`config.mk`:
```
export PLATFORM = sky130hd
export DESIGN_NAME = mem_port_arbiter_flat
export DESIGN_NICKNAME = d
export VERILOG_FILES = /design/src/rtl/mem_port_arbiter_if.sv /design/src/rtl/mem_port_arbiter.sv /design/src/flat_wrapper.sv
export SDC_FILE = /design/constraint.sdc
export NUM_CORES = 1
export LEC_CHECK = 0
export BUFFER_PORTS_ARGS = -buffer_cell sky130_fd_sc_hd__buf_2
export CORE_MARGIN = 4
export CORE_UTILIZATION = 49
export DETAILED_ROUTE_END_ITERATION = 8
export PLACE_DENSITY = 0.86
export RECOVER_POWER = 25
export SLEW_MARGIN = 20
export SYNTH_ARGS = -nofsm -noshare
export SYNTH_HDL_FRONTEND = slang
export SYNTH_SLANG_ARGS = --single-unit
```
`constraint.sdc`:
```
create_clock -name clk -period 2.79 [get_ports clk]
set_input_delay 0.837 -clock clk [delete_from_list [all_inputs] [get_ports clk]]
set_output_delay 0.837 -clock clk [all_outputs]
set_load 0.01 [all_outputs]
```
`src/rtl/mem_port_arbiter_if.sv`:
```
// Requester and RAM side signals of the shared single-port memory arbiter.
// slave  : seen by the arbiter
// master : seen by the requesters and the RAM model
interface mem_port_arbiter_if #(
  parameter int ADDR_W = 16,
  parameter int DATA_W = 16
);
  // Instruction fetch (read only)
  logic              f_req;
  logic [ADDR_W-1:0] f_addr;
  logic [DATA_W-1:0] f_rdata;
  logic              f_ack;
  // CPU data load/store
  logic              d_req;
  logic              d_we;
  logic [ADDR_W-1:0] d_addr;
  logic [DATA_W-1:0] d_wdata;
  logic [DATA_W-1:0] d_rdata;
  logic              d_ack;
  // External debug/IO port
  logic              x_req;
  logic              x_we;
  logic [ADDR_W-1:0] x_addr;
  logic [DATA_W-1:0] x_wdata;
  logic [DATA_W-1:0] x_rdata;
  logic              x_ack;
  // RAM port
  logic [ADDR_W-1:0] mem_addr;
  logic [DATA_W-1:0] mem_wdata;
  logic              mem_we;
  logic [DATA_W-1:0] mem_rdata;
  // Status
  logic [1:0]        grant_id;
  logic              busy;

  modport slave (
    input  f_req, f_addr,
    output f_rdata, f_ack,
    input  d_req, d_we, d_addr, d_wdata,
    output d_rdata, d_ack,
    input  x_req, x_we, x_addr, x_wdata,
    output x_rdata, x_ack,
    output mem_addr, mem_wdata, mem_we,
    input  mem_rdata,
    output grant_id, busy
  );

  modport master (
    output f_req, f_addr,
    input  f_rdata, f_ack,
    output d_req, d_we, d_addr, d_wdata,
    input  d_rdata, d_ack,
    output x_req, x_we, x_addr, x_wdata,
    input  x_rdata, x_ack,
    input  mem_addr, mem_wdata, mem_we,
    output mem_rdata,
    input  grant_id, busy
  );
endinterface

```
`src/rtl/mem_port_arbiter.sv`:
```
// Arbiter/sequencer for the block RAM shared by fetch (F), CPU data (D)
// and the external port (X). One access at a time, IDLE -> ISSUE -> RESP,
// completion reported with a registered one-cycle ack per requester.
module mem_port_arbiter #(
  parameter int ADDR_W       = 16,
  parameter int DATA_W       = 16,
  parameter int STARVE_LIMIT = 8
) (
  input  logic              clk,
  input  logic              reset,
  mem_port_arbiter_if.slave bus
);

  typedef enum logic [1:0] {
    IDLE  = 2'd0,
    ISSUE = 2'd1,
    RESP  = 2'd2
  } state_t;

  localparam logic [1:0] ID_NONE    = 2'd0;
  localparam logic [1:0] ID_F       = 2'd1;
  localparam logic [1:0] ID_D       = 2'd2;
  localparam logic [1:0] ID_X       = 2'd3;
  localparam logic [7:0] STARVE_MAX = 8'(STARVE_LIMIT);

  state_t            state_q, state_d;
  logic [1:0]        owner_q, owner_d;
  logic              we_q, we_d;
  logic [7:0]        starve_q, starve_d;
  logic [ADDR_W-1:0] mem_addr_q, mem_addr_d;
  logic [DATA_W-1:0] mem_wdata_q, mem_wdata_d;
  logic              mem_we_q, mem_we_d;
  logic [1:0]        grant_q, grant_d;
  logic              busy_q, busy_d;
  // Index 0 = F, 1 = D, 2 = X
  logic [2:0]        ack_q, ack_d;
  logic [DATA_W-1:0] rdata_q [3];
  logic [DATA_W-1:0] rdata_d [3];

  logic [2:0]        req_eff;
  logic [1:0]        winner;

  // A request still high during its own ack cycle is the finished access, not a new one
  assign req_eff = {bus.x_req & ~ack_q[2], bus.d_req & ~ack_q[1], bus.f_req & ~ack_q[0]};

  // Priority D > F > X, except a starved X that has hit its loss limit
  always_comb begin
    winner = ID_NONE;
    if (req_eff[2] && starve_q == STARVE_MAX) winner = ID_X;
    else if (req_eff[1])                      winner = ID_D;
    else if (req_eff[0])                      winner = ID_F;
    else if (req_eff[2])                      winner = ID_X;
  end

  // Next state, access latches, starve counter and registered outputs
  always_comb begin
    state_d     = state_q;
    owner_d     = owner_q;
    we_d        = we_q;
    starve_d    = bus.x_req ? starve_q : 8'd0;
    mem_addr_d  = mem_addr_q;
    mem_wdata_d = mem_wdata_q;
    mem_we_d    = mem_we_q;
    grant_d     = grant_q;
    busy_d      = busy_q;
    ack_d       = 3'b000;
    rdata_d     = rdata_q;

    case (state_q)
      IDLE: begin
        mem_we_d = 1'b0;
        grant_d  = ID_NONE;
        busy_d   = 1'b0;
        if (winner == ID_X) begin
          starve_d = 8'd0;
        end else if (winner != ID_NONE && req_eff[2] && starve_q < STARVE_MAX) begin
          starve_d = starve_q + 8'd1;
        end
        if (winner != ID_NONE) begin
          state_d = ISSUE;
          owner_d = winner;
          grant_d = winner;
          busy_d  = 1'b1;
          case (winner)
            ID_F: begin
              mem_addr_d = bus.f_addr;
              we_d       = 1'b0;
            end
            ID_D: begin
              mem_addr_d  = bus.d_addr;
              mem_wdata_d = bus.d_wdata;
              we_d        = bus.d_we;
            end
            default: begin
              mem_addr_d  = bus.x_addr;
              mem_wdata_d = bus.x_wdata;
              we_d        = bus.x_we;
            end
          endcase
          mem_we_d = we_d;
        end
      end
      ISSUE: begin
        state_d  = RESP;
        mem_we_d = 1'b0;
      end
      RESP: begin
        state_d = IDLE;
        grant_d = ID_NONE;
        busy_d  = 1'b0;
        for (int i = 0; i < 3; i++) begin
          if (owner_q == 2'(i + 1)) begin
            ack_d[i] = 1'b1;
            if (!we_q) rdata_d[i] = bus.mem_rdata;
          end
        end
      end
      default: begin
        state_d  = IDLE;
        mem_we_d = 1'b0;
        grant_d  = ID_NONE;
        busy_d   = 1'b0;
      end
    endcase
  end

  // State and output registers; reset aborts any access in flight
  always_ff @(posedge clk or negedge reset) begin
    if (!reset) begin
      state_q     <= IDLE;
      owner_q     <= ID_NONE;
      we_q        <= 1'b0;
      starve_q    <= 8'd0;
      mem_addr_q  <= '0;
      mem_wdata_q <= '0;
      mem_we_q    <= 1'b0;
      grant_q     <= ID_NONE;
      busy_q      <= 1'b0;
      ack_q       <= 3'b000;
      for (int i = 0; i < 3; i++) rdata_q[i] <= '0;
    end else begin
      state_q     <= state_d;
      owner_q     <= owner_d;
      we_q        <= we_d;
      starve_q    <= starve_d;
      mem_addr_q  <= mem_addr_d;
      mem_wdata_q <= mem_wdata_d;
      mem_we_q    <= mem_we_d;
      grant_q     <= grant_d;
      busy_q      <= busy_d;
      ack_q       <= ack_d;
      for (int i = 0; i < 3; i++) rdata_q[i] <= rdata_d[i];
    end
  end

  assign bus.f_ack     = ack_q[0];
  assign bus.d_ack     = ack_q[1];
  assign bus.x_ack     = ack_q[2];
  assign bus.f_rdata   = rdata_q[0];
  assign bus.d_rdata   = rdata_q[1];
  assign bus.x_rdata   = rdata_q[2];
  assign bus.mem_addr  = mem_addr_q;
  assign bus.mem_wdata = mem_wdata_q;
  assign bus.mem_we    = mem_we_q;
  assign bus.grant_id  = grant_q;
  assign bus.busy      = busy_q;

endmodule

```
`src/flat_wrapper.sv`:
```
// flat-port wrapper written by rule: the top's interface ports become plain ports
module mem_port_arbiter_flat 
#(
  parameter int ADDR_W       = 16,
  parameter int DATA_W       = 16,
  parameter int STARVE_LIMIT = 8
)
  (clk, reset, bus_f_req, bus_f_addr, bus_f_rdata, bus_f_ack, bus_d_req, bus_d_we, bus_d_addr, bus_d_wdata, bus_d_rdata, bus_d_ack, bus_x_req, bus_x_we, bus_x_addr, bus_x_wdata, bus_x_rdata, bus_x_ack, bus_mem_addr, bus_mem_wdata, bus_mem_we, bus_mem_rdata, bus_grant_id, bus_busy);
  mem_port_arbiter_if #(.ADDR_W(ADDR_W), .DATA_W(DATA_W)) bus_i ();
  input  logic clk;
  input  logic reset;
  input wire logic [$bits(bus_i.f_req)-1:0] bus_f_req;
  input wire logic [$bits(bus_i.f_addr)-1:0] bus_f_addr;
  output wire logic [$bits(bus_i.f_rdata)-1:0] bus_f_rdata;
  output wire logic [$bits(bus_i.f_ack)-1:0] bus_f_ack;
  input wire logic [$bits(bus_i.d_req)-1:0] bus_d_req;
  input wire logic [$bits(bus_i.d_we)-1:0] bus_d_we;
  input wire logic [$bits(bus_i.d_addr)-1:0] bus_d_addr;
  input wire logic [$bits(bus_i.d_wdata)-1:0] bus_d_wdata;
  output wire logic [$bits(bus_i.d_rdata)-1:0] bus_d_rdata;
  output wire logic [$bits(bus_i.d_ack)-1:0] bus_d_ack;
  input wire logic [$bits(bus_i.x_req)-1:0] bus_x_req;
  input wire logic [$bits(bus_i.x_we)-1:0] bus_x_we;
  input wire logic [$bits(bus_i.x_addr)-1:0] bus_x_addr;
  input wire logic [$bits(bus_i.x_wdata)-1:0] bus_x_wdata;
  output wire logic [$bits(bus_i.x_rdata)-1:0] bus_x_rdata;
  output wire logic [$bits(bus_i.x_ack)-1:0] bus_x_ack;
  output wire logic [$bits(bus_i.mem_addr)-1:0] bus_mem_addr;
  output wire logic [$bits(bus_i.mem_wdata)-1:0] bus_mem_wdata;
  output wire logic [$bits(bus_i.mem_we)-1:0] bus_mem_we;
  input wire logic [$bits(bus_i.mem_rdata)-1:0] bus_mem_rdata;
  output wire logic [$bits(bus_i.grant_id)-1:0] bus_grant_id;
  output wire logic [$bits(bus_i.busy)-1:0] bus_busy;
  assign bus_i.f_req = bus_f_req;
  assign bus_i.f_addr = bus_f_addr;
  assign bus_f_rdata = bus_i.f_rdata;
  assign bus_f_ack = bus_i.f_ack;
  assign bus_i.d_req = bus_d_req;
  assign bus_i.d_we = bus_d_we;
  assign bus_i.d_addr = bus_d_addr;
  assign bus_i.d_wdata = bus_d_wdata;
  assign bus_d_rdata = bus_i.d_rdata;
  assign bus_d_ack = bus_i.d_ack;
  assign bus_i.x_req = bus_x_req;
  assign bus_i.x_we = bus_x_we;
  assign bus_i.x_addr = bus_x_addr;
  assign bus_i.x_wdata = bus_x_wdata;
  assign bus_x_rdata = bus_i.x_rdata;
  assign bus_x_ack = bus_i.x_ack;
  assign bus_mem_addr = bus_i.mem_addr;
  assign bus_mem_wdata = bus_i.mem_wdata;
  assign bus_mem_we = bus_i.mem_we;
  assign bus_i.mem_rdata = bus_mem_rdata;
  assign bus_grant_id = bus_i.grant_id;
  assign bus_busy = bus_i.busy;
  mem_port_arbiter #(.ADDR_W(ADDR_W), .DATA_W(DATA_W), .STARVE_LIMIT(STARVE_LIMIT)) u_core (.clk(clk), .reset(reset), .bus(bus_i));
endmodule
```
==> qor.txt <==
Final hold vios: 0
Data arrival time of the critical path: 2680 ps
Layout Area Growth over Synthesis: 26.94%
Hpwl dp: 9085 um
Hold Path Class: register to register
TritonCTS clock tree: done
CTS Root Buffer Type: clkbuf_8
Worst-Margin Slew: 1233 ps
Clock Latency Late Sink: 350 ps
First-pass GRT wire length: 18930 um
Worst Path Max Fanout: 34
Mapped Area: 0.004705 mm^2
Routed wire length: 11680 um
PostCTS Resize Cnt: 0
Rel. slew slack: 17.78%
# IOs: 190
Initial Util: 50.67%
EDFF count, synth: 0
Skew final: 12.67 ps
Clock Sinks: 100
Vias/cell: 5.295
DRT iter0 DRCs: 194
Worst reg-to-reg setup slack: 380 ps
Status: finished, final reports clean
Slew Limit Fails: 0
Cell area power density: 1021 mW/mm^2
GRT Total Usage: 20.84%
Max Cap Viol: 0
Antenna violations before repair: 0
Routed Antenna Nets: 0
Largest net degree at the start of global routing: 50
IO Port Bufs: 189
Fin crit period: 2432 ps
Worst reg2reg endpoint: u_core.bus.mem_addr[1]
Drt first pass iters: 4
Filler cells: 748
Reg clk slew, reported paths: 90 ps
Vias in the first global route: 3819
Reg2Reg Depth: 9
Ys async rst share: 100.0%
Cts hold-fix bufs: 0
Worst setup SP type: input port
Syn_area_per_cell: 12.82 um^2
FP Rows: 35
Final core occ: 64.33%
Required time worst endpoint: 3040 ps
Die Y: 106.0 um
FMAX: 0.4112 GHz
Clock buffer depth: 2
Number of remaining DRC errors: 0
Leak: 0.002971 uW
Flop and latch count out of synthesis: 100
Multi-input logic area: 0.001984 mm^2
Layout cell share with drive strength beyond 1: 50.53%
Die width: 106.0 um
Type of the worst setup path: input port to register
Nets: 671
Routed wire per std cell: 16.80 um
Power, Total: 6100 uW
Overflow after GRT: 0
Primary FF master, synth: dfrtp_1
Syn. warnings: 0
RSZ-0062 raised after global routing: false
Syn Inst Count: 367
Hold path depth: 2
Post-synthesis cell type count: 54
Reg-to-reg critical path startpoint: u_core.starve_q[0]
Hold_ws: 479.3 ps
Die ar.: 0.01123 mm^2
Core Box Area: 0.009284 mm^2
Via count: 3680
TritonCTS buffer count: 9
Register area: 0.002502 mm^2
Number of H-tree levels: 3
VDD IR max: 508.6 uV
Min-delay src: u_core.bus.busy
Worst Hold Endpoint: u_core.bus.busy
Antenna cells: 0
Mapped Nets: 476
Gpl congestion: 0.8469
Final period utilization: 87.16%
Setup violations, final: 0
Setup crit end kind: register
Post-CTS setup repair buffer count: 0
Part of the Yosys area used for sequential elements: 53.19%
Fin Setup TNS: 0 ps
## metrics by stage
stage | setup WS [ps] | area (um^2) | std cells
2_1_floorplan | 198.3 | 4705 | 367
3_3_place_gp | 97.36 | 5824 | 680
3_5_place_dp | -51.96 | 5824 | 680
4_1_cts | 356.4 | 5991 | 695
5_1_grt | 176.5 | 5972 | 695
6_report | 358.3 | 5972 | 695
## kinds of logic after synthesis
group	count (synthesis)	share of synthesized area, %
DFF	100	53.19
adders and majority gates	6	1.596
AOI/OAI and AO/OA	71	12.07
and+or+nand+nor	96	12.29
buffers and inverters	30	4.362
muxes	64	16.49
## final cells by class
class / count / area share (%)
Inverter: 6 / 0.3771
Multi-Input combinational cell: 237 / 33.23
Clock buffer: 10 / 2.137
Tap cell: 129 / 2.703
Timing Repair Buffer: 208 / 19.00
Sequential cell: 100 / 41.90
Clock inverter: 5 / 0.6495
## worst max-delay path: stages
cell and delay, ps:
buf_2 100, nor2b_1 240, nand3_1 210, and2_1 240
ha_1 210, or3_1 370, buf_12 200, o31ai_1 270
## report_power, final
group	switching, uW	leakage, uW	internal (uW)
combinational	1420	0.00165	1370
clock	484	0.0000827	325
sequential	407	0.00123	2090
## sequential cells by signal, summed over array words and instances, names as in the netlist, 2 cells and up
name / flops
u_core.state_q: 2
u_core.bus.x_rdata: 16
u_core.bus.mem_wdata: 16
u_core.bus.f_rdata: 16
u_core.bus.mem_addr: 16
u_core.starve_q: 8
u_core.bus.d_rdata: 16
u_core.bus.grant_id: 2
u_core.owner_q: 2
u_core.ack_q: 3
## worst max path at each step
stage                                   from                 endpoint  slack (ps)  cells after the start
final                              bus_x_req   u_core.bus.mem_addr[1]         360                      8
after global routing      u_core.starve_q[0]   u_core.bus.mem_addr[1]         180                      9
after CTS                          bus_x_req   u_core.bus.mem_addr[1]         360                      8
after detailed placement           bus_x_req   u_core.bus.mem_addr[1]         -50                      8
after global placement             bus_x_req   u_core.bus.mem_addr[0]         100                      8
after floorplan                    bus_x_req  u_core.bus.mem_addr[10]         200                      8
## per-layer routing
layer | GRT usage, % | part of all wire (%)
met5 | 0 | 0
met4 | 7.031 | 2.2
met3 | 6.922 | 8.7
met2 | 35.84 | 49
met1 | 24.52 | 40
## placed cells by master, fill, tap and decap left out, types with 2 or more instances in the layout
cell      count
nor2_1       22
nand2_1      24
nand3b_1      5
inv_1         5
nor4_4        2
a221oi_1     16
nand4_1       3
clkinv_4      2
dfrtp_1     100
a21oi_1      20
mux2_4       20
o211ai_1      2
o31ai_1       6
clkbuf_1      2
o31ai_2      11
ha_1          6
and2_1        2
mux2i_1      16
mux2_2       27
nor2b_1      21
clkbuf_8      9
nor3b_1       2
buf_12        4
buf_4        14
a31oi_1       3
buf_2       188
a211o_1       2
a21boi_0      3
## synth_stat cells (2+ instances only)
cell | count | area (um^2)
a21oi_1 | 20 | 100.1
nand4_1 | 3 | 18.77
clkbuf_1 | 7 | 26.28
ha_1 | 6 | 75.07
nor3b_1 | 2 | 15.01
o31ai_1 | 6 | 45.04
mux2_2 | 27 | 304.0
nor2b_1 | 21 | 131.4
mux2_4 | 20 | 300.3
and2_1 | 2 | 12.51
a211o_1 | 2 | 17.52
a221oi_1 | 16 | 140.1
mux2i_1 | 16 | 160.2
o31ai_2 | 11 | 137.6
nor2_1 | 22 | 82.58
dfrtp_1 | 100 | 2502
buf_2 | 7 | 35.03
nand2_1 | 24 | 90.09
a21boi_0 | 3 | 22.52
o211ai_1 | 2 | 15.01
a31oi_1 | 3 | 18.77
inv_1 | 5 | 18.77
buf_6 | 7 | 78.83
nor4_4 | 2 | 42.54
nand3b_1 | 4 | 30.03
No activity file was read; power rests on OpenSTA's default activity.
